File: config.mk
export PLATFORM = sky130hd
export DESIGN_NAME = systolic_writeback
export DESIGN_NICKNAME = d
export VERILOG_FILES = /design/src/rtl/systolic_writeback.sv
export SDC_FILE = /design/constraint.sdc
export NUM_CORES = 1
export LEC_CHECK = 0
export CAP_MARGIN = 20
export CORE_MARGIN = 3
export CORE_UTILIZATION = 55
export DETAILED_ROUTE_END_ITERATION = 8
export PLACE_DENSITY = 0.83
export SETUP_SLACK_MARGIN = 0.4
export SLEW_MARGIN = 20
export SYNTH_ARGS = -nofsm -noshare
export SYNTH_HDL_FRONTEND = slang
export SYNTH_SLANG_ARGS = --single-unit
File: constraint.sdc
create_clock -name clk -period 11.6 [get_ports clk]
set_input_delay 1.74 -clock clk [delete_from_list [all_inputs] [get_ports clk]]
set_output_delay 1.74 -clock clk [all_outputs]
set_load 0.01 [all_outputs]
File: src/rtl/systolic_writeback.sv
// Drains one N x N accumulator tile from a systolic array diagonal-by-diagonal,
// quantizes it and writes it to SRAM row by row. Define WB_RELU_EN to clamp negatives to 0.
module systolic_writeback #(
    parameter int ARRAY_SIZE    = 8,
    parameter int DATA_WIDTH    = 8,
    parameter int OUTCOME_WIDTH = 2*DATA_WIDTH+5,
    parameter int ADDR_WIDTH    = 10
) (
    input  logic                             clk,
    input  logic                             srstn,
    input  logic                             start,
    input  logic [ADDR_WIDTH-1:0]            base_addr,
    input  logic [3:0]                       shift,
    input  logic [ARRAY_SIZE*OUTCOME_WIDTH-1:0] mul_outcome,
    output logic [5:0]                       matrix_index,
    output logic                             sram_wen,
    output logic [ADDR_WIDTH-1:0]            sram_addr,
    output logic [ARRAY_SIZE*DATA_WIDTH-1:0] sram_wdata,
    input  logic                             sram_ready,
    output logic                             busy,
    output logic                             done
);
    localparam int SW = (ARRAY_SIZE > 1) ? $clog2(ARRAY_SIZE) : 1;
    localparam logic signed [OUTCOME_WIDTH-1:0] Q_MAX =
        {{(OUTCOME_WIDTH-DATA_WIDTH+1){1'b0}}, {(DATA_WIDTH-1){1'b1}}};
    localparam logic signed [OUTCOME_WIDTH-1:0] Q_MIN = ~Q_MAX;

    typedef enum logic [1:0] {S_IDLE, S_CAPTURE, S_WRITE, S_DONE} state_t;

    state_t                  r_state;
    logic [SW-1:0]           r_step;
    logic [SW-1:0]           r_row;
    logic [ADDR_WIDTH-1:0]   r_base;
    logic [3:0]              r_shift;
    logic [DATA_WIDTH-1:0]   r_buf [ARRAY_SIZE][ARRAY_SIZE];

    logic [DATA_WIDTH-1:0]   w_q   [ARRAY_SIZE];
    logic [SW-1:0]           w_col [ARRAY_SIZE];

    function automatic logic [DATA_WIDTH-1:0] quantize(
        input logic signed [OUTCOME_WIDTH-1:0] v,
        input logic [3:0]                      sh
    );
        logic signed [OUTCOME_WIDTH-1:0] x;
        logic signed [OUTCOME_WIDTH-1:0] s;
        x = v;
`ifdef WB_RELU_EN
        if (x[OUTCOME_WIDTH-1]) x = '0;
`endif
        s = x >>> sh;
        if (s > Q_MAX)      return Q_MAX[DATA_WIDTH-1:0];
        else if (s < Q_MIN) return Q_MIN[DATA_WIDTH-1:0];
        else                return s[DATA_WIDTH-1:0];
    endfunction

    // Lane i at step k holds element C[i][(k-i) mod N].
    always_comb begin
        for (int unsigned i = 0; i < ARRAY_SIZE; i++) begin
            w_q[i]   = quantize(mul_outcome[i*OUTCOME_WIDTH +: OUTCOME_WIDTH], r_shift);
            w_col[i] = SW'((32'(r_step) + 32'(ARRAY_SIZE) - i) % 32'(ARRAY_SIZE));
        end
    end

    always_ff @(posedge clk) begin
        if (!srstn) begin
            r_state <= S_IDLE;
            r_step  <= '0;
            r_row   <= '0;
            r_base  <= '0;
            r_shift <= '0;
        end else begin
            case (r_state)
                S_IDLE: begin
                    if (start) begin
                        r_base  <= base_addr;
                        r_shift <= shift;
                        r_step  <= '0;
                        r_state <= S_CAPTURE;
                    end
                end
                S_CAPTURE: begin
                    r_step <= r_step + SW'(1);
                    if (r_step == SW'(ARRAY_SIZE-1)) begin
                        r_row   <= '0;
                        r_state <= S_WRITE;
                    end
                end
                S_WRITE: begin
                    if (sram_ready) begin
                        if (r_row == SW'(ARRAY_SIZE-1)) r_state <= S_DONE;
                        else                            r_row   <= r_row + SW'(1);
                    end
                end
                default: r_state <= S_IDLE;
            endcase
        end
    end

    always_ff @(posedge clk) begin
        if (srstn && r_state == S_CAPTURE) begin
            for (int unsigned i = 0; i < ARRAY_SIZE; i++) begin
                r_buf[i][w_col[i]] <= w_q[i];
            end
        end
    end

    // Outputs decode straight from registered state, so they are zero in reset.
    assign busy         = (r_state != S_IDLE);
    assign done         = (r_state == S_DONE);
    assign sram_wen     = (r_state == S_WRITE);
    assign matrix_index = (r_state == S_CAPTURE) ? 6'(r_step) : '0;
    assign sram_addr    = (r_state == S_WRITE) ? r_base + ADDR_WIDTH'(r_row) : '0;

    always_comb begin
        sram_wdata = '0;
        if (r_state == S_WRITE) begin
            for (int unsigned j = 0; j < ARRAY_SIZE; j++) begin
                sram_wdata[(ARRAY_SIZE-1-j)*DATA_WIDTH +: DATA_WIDTH] = r_buf[r_row][j];
            end
        end
    end

endmodule

* After elaboration in Yosys (flattened, before gate mapping)
Memories as Yosys holds them, arrays and structs flattened. A register that Yosys moved wholly into a read port is not among the register bits. Cells that the tools add are included.
Storage, ports and cells: output and inout port bits 83, input port bits 186, logic and storage cells 149, flip-flop bits (word level) 22, RAM bits 512, memories kept 1
Operators by class: $lt $le $gt $ge 32, reduce and logical (&&, ||, !) cells 17, bitwise operators 8, $add $sub $neg 11, equality and inequality tests 10, shift-type cells 8, muxes and demuxes 57
Memories:
- r_buf | depth 8, bits a word 64, read ports 1, clocked after Yosys merged registers in 1, wr ports 8, line 35 | logic [DATA_WIDTH-1:0] r_buf [ARRAY_SIZE][ARRAY_SIZE];
Operators with widths (count):
- 64-bit two-way mux | 9
- 8-bit demux with 3-bit select | 8
- 8-bit two-way mux | 24
- 21-bit by 8-bit greater-than comparator with 1-bit output, second input constant | 8
- 21-bit by 8-bit less-than comparator with 1-bit output, second input constant | 8
- 21-bit by 4-bit >>> shifter with 21-bit output | 8
- 4-bit >= comparator, second input constant | 8
- 4-bit by 1-bit less-than comparator with 1-bit output, second input constant | 8
- 3-bit inverter with 4-bit output | 8
- 3-bit two-way mux | 7
- 3-bit case mux with 2 select lines | 2
- 3-bit subtractor, second input constant | 4
- 10-bit by 3-bit adder with 10-bit output | 1
- 10-bit two-way mux | 1
- 3-bit by 1-bit adder with 3-bit output, second input constant | 3
- 1-bit logical AND | 9
- 2-bit two-way mux | 4
- 4-bit AND reduction | 2
- 3-bit == test, second input constant | 2
- 2-bit != test, second input constant | 3
- 2-bit case mux with 3 select lines | 1
- 2-bit nonzero test | 3
- 3-bit by 2-bit subtractor with 3-bit output, second input constant | 2
- 2-bit == test, second input constant | 2
- 6 further kinds | 8

* Logic depth before layout (Yosys ltp)
word-level depth 8, gate-level depth with buffers 13, mapped depth without buffers 8

* Least setup slack after synthesis
No wires, ideal clock.
kind input-to-reg, start input port srstn, end memory r_buf[0][56] in the netlist's numbering (enable), setup time 0.461 ns, arrival time 4.102 ns, stages 2, path buffers 0, required time 11.139 ns, path slack 7.037 ns, cells stage by stage nand3_1 -> nor3_1
RTL lines:
- start: declaration | line 10 | input logic srstn,
- end: declaration | line 35

==> flow_metrics.tcl <==
set metrics [dict create \
    status "completed" \
    drcViolationCount 0 \
    antenna_found_initial 11 \
    synth_warnings 0 \
    slew_viol_final 0 \
    cts_resized 0 \
    multi_input_comb_area_sq_mm 0.0131 \
    ys.flop_type "edfxtp_1" \
    power_frac_clock 0.278 \
    fp.dieArea_sq_mm 0.0573 \
    p_switching_uw 1860 \
    period_share 0.546 \
    synth-edff-count 512 \
    cts.sinks 537 \
    h-tree-depth 2 \
    cts_buffers 50 \
    ant_nets 0 \
    grt-busiest-layer "met2" \
    synthCells 2188 \
    gr-usage-met2 0.553 \
    area.sequential_sq_mm 0.0159 \
    fillers 3702 \
    power_frac_seq 0.412 \
    final_cell_mix "edfxtp_1, clkdlybuf4s50_1, mux2i_1" \
    post-route-min-period_ns 6.33 \
    grtUsageMet3 0.0823 \
    grt_overflow_total 0 \
    internal_power_uw 3800 \
    vdd_drop_max_v 0.000128 \
    synthArstFlopShare 0 \
    fin_ws_ns 5.27 \
    rows 84 \
    slew_headroom 0.175 \
    yosysSeqAreaShare 0.530 \
    grt_pass1_vias 21500 \
    rsz0062_at_grt "false" \
    start_kind "flop" \
    cp_max_fo 47 \
    fin_worst_skew_ns 0.0280 \
    grtUsageTotal 0.363 \
    clk_pin_slew_ns 0.06 \
    detailed_place_hpwl_mm 70.1 \
    routed_wl_mm 105 \
    setup_viol 0 \
    totalPowerFinal_uw 5660 \
    crit_path_end_kind "output pin" \
    initial_core_util 0.563 \
    hold_path_class "flop to flop" \
    clockBufferDepth 3 \
    syn_to_final_growth_pct 15.4 \
    die_x_um 239 \
    ys_types 85 \
    p_per_area_mw_per_mm2 164 \
    grt_max_degree 99 \
    chipHeight_um 239 \
    wl_per_cell_um 33.7 \
    critPathKind "flop to output pin" \
    cts_tree "done" \
    switching_share 0.329 \
    grt_pass1_wl_mm 150 \
    final_layout_size_suffix_gt1_frac 0.185 \
    hold_viol_final 0 \
    tns_ns 0 \
    pre_cts_slack_ns 5.81 \
    drv_cap 0 \
    num_io_pins 269 \
    viasPerCell 7.16 \
    fmax_mhz 158 \
    cts_root_buffer "clkbuf_16" \
    cp.arrival_ns 4.59 \
    tightest_slew_ns 1.23 \
    p_leak_uw 0.0110 \
    p_comb_frac 0.311 \
    syn_area_per_cell_sq_um 13.7 \
    hold_buffers 0 \
    first_pass_iters 6 \
    synth-seq-cells 537 \
    core_sq_mm 0.0532 \
    cp.required_ns 9.86 \
    netlist_area_sq_mm 0.0299 \
    gp_congestion 0.969 \
    final_common_cell "edfxtp_1" \
    nets 2571 \
    use_met1 0.492 \
    numPortBuffers 265 \
    vias 22200 \
    drtIter0Drc 3384 \
    cts_setup_buffers 0 \
    clk_latency_ns 0.60 \
]
-- per-layer routing --
metal | vias to the layer above | part of all wire
li1 | 8987 | -
met1 | 10800 | 0.35
met2 | 2014 | 0.44
met3 | 406 | 0.14
met4 | 8 | 0.066
met5 | - | 0.00068
-- cells in the mapped netlist, types with 36 or more instances --
master      n  area [sq um]
clkbuf_1   86           323
nor2_1    119           447
mux2i_1   221          2210
a21oi_1    79           395
nand3_1    36           180
mux2_2     64           721
mux4_2    198          4460
nand2_1   200           751
a211oi_1   37           278
edfxtp_1  512         15400
o21ai_0    45           225
nor2b_1    84           526
-- final cells by class --
cell class	count	area share
Sequential cell	537	0.460
Multi-Input combinational cell	1447	0.380
Clock inverter	32	0.00728
Timing Repair Buffer	312	0.0871
Tap cell	688	0.0249
Inverter	23	0.00250
Clock buffer	61	0.0374
Antenna cell	4	0.000290
-- stage by stage --
step           hold slack (ns)   util  cells  instance area [sq um]
2_1_floorplan            0.447      -   2190                  29900
4_1_cts                  0.498  0.649   3100                  34500
6_report                 0.497  0.649   3104                  34500
3_5_place_dp             0.489  0.620   3007                  33000
3_3_place_gp             0.462  0.619   3005                  32900
5_1_grt                  0.529  0.649   3100                  34500
-- critical path: stages, from the launching register on --
cell and delay (ns):
dfxtp_4 0.90, buf_4 0.84, buf_4 0.74, mux4_2 0.64, mux2i_1 0.23, nor2b_1 0.08
clkdlybuf4s50_1 0.48
-- flip-flops by register name, summed over array words and instances (netlist names), named ones only --
name and cells:
r_step 3, r_row 3, r_buf 512, r_state 2, r_shift 4, r_base 10
-- power groups by stage --
stage,clock network [uW],registers [uW],logic (uW)
after global placement,0,2360,1650
after global routing,1640,2340,1840
after detailed placement,0,2370,1690
after CTS,1570,2330,1700
after floorplan,0,2310,1160
final,1570,2330,1760
-- logic make-up (layout without fill, tap and decap cells) --
group	Yosys count	count (layout)	synth area share
simple gates	549	549	0.0874
flops	537	537	0.530
mux	485	485	0.248
compound gates	389	389	0.0915
buf+inv	206	428	0.0346
fa+ha+maj	14	14	0.00610
xor+xnor	7	7	0.00205
other cells	1	7	0.000125
-- path summary, 6_finish.rpt --
| kind | start | to | slack [ns] | cells past startpoint |
|---|---|---|---|---|
| max | flop | sram_wdata[2] | 5.27 | 6 |
| min | r_base[0] | r_base[0] | 0.50 | 2 |
| max reg2reg | r_shift[1] | r_buf[2][59] | 6.77 | 9 |
| min reg2reg | r_base[0] | r_base[0] | 0.50 | 2 |
No activity file was read; power rests on OpenSTA's default activity.
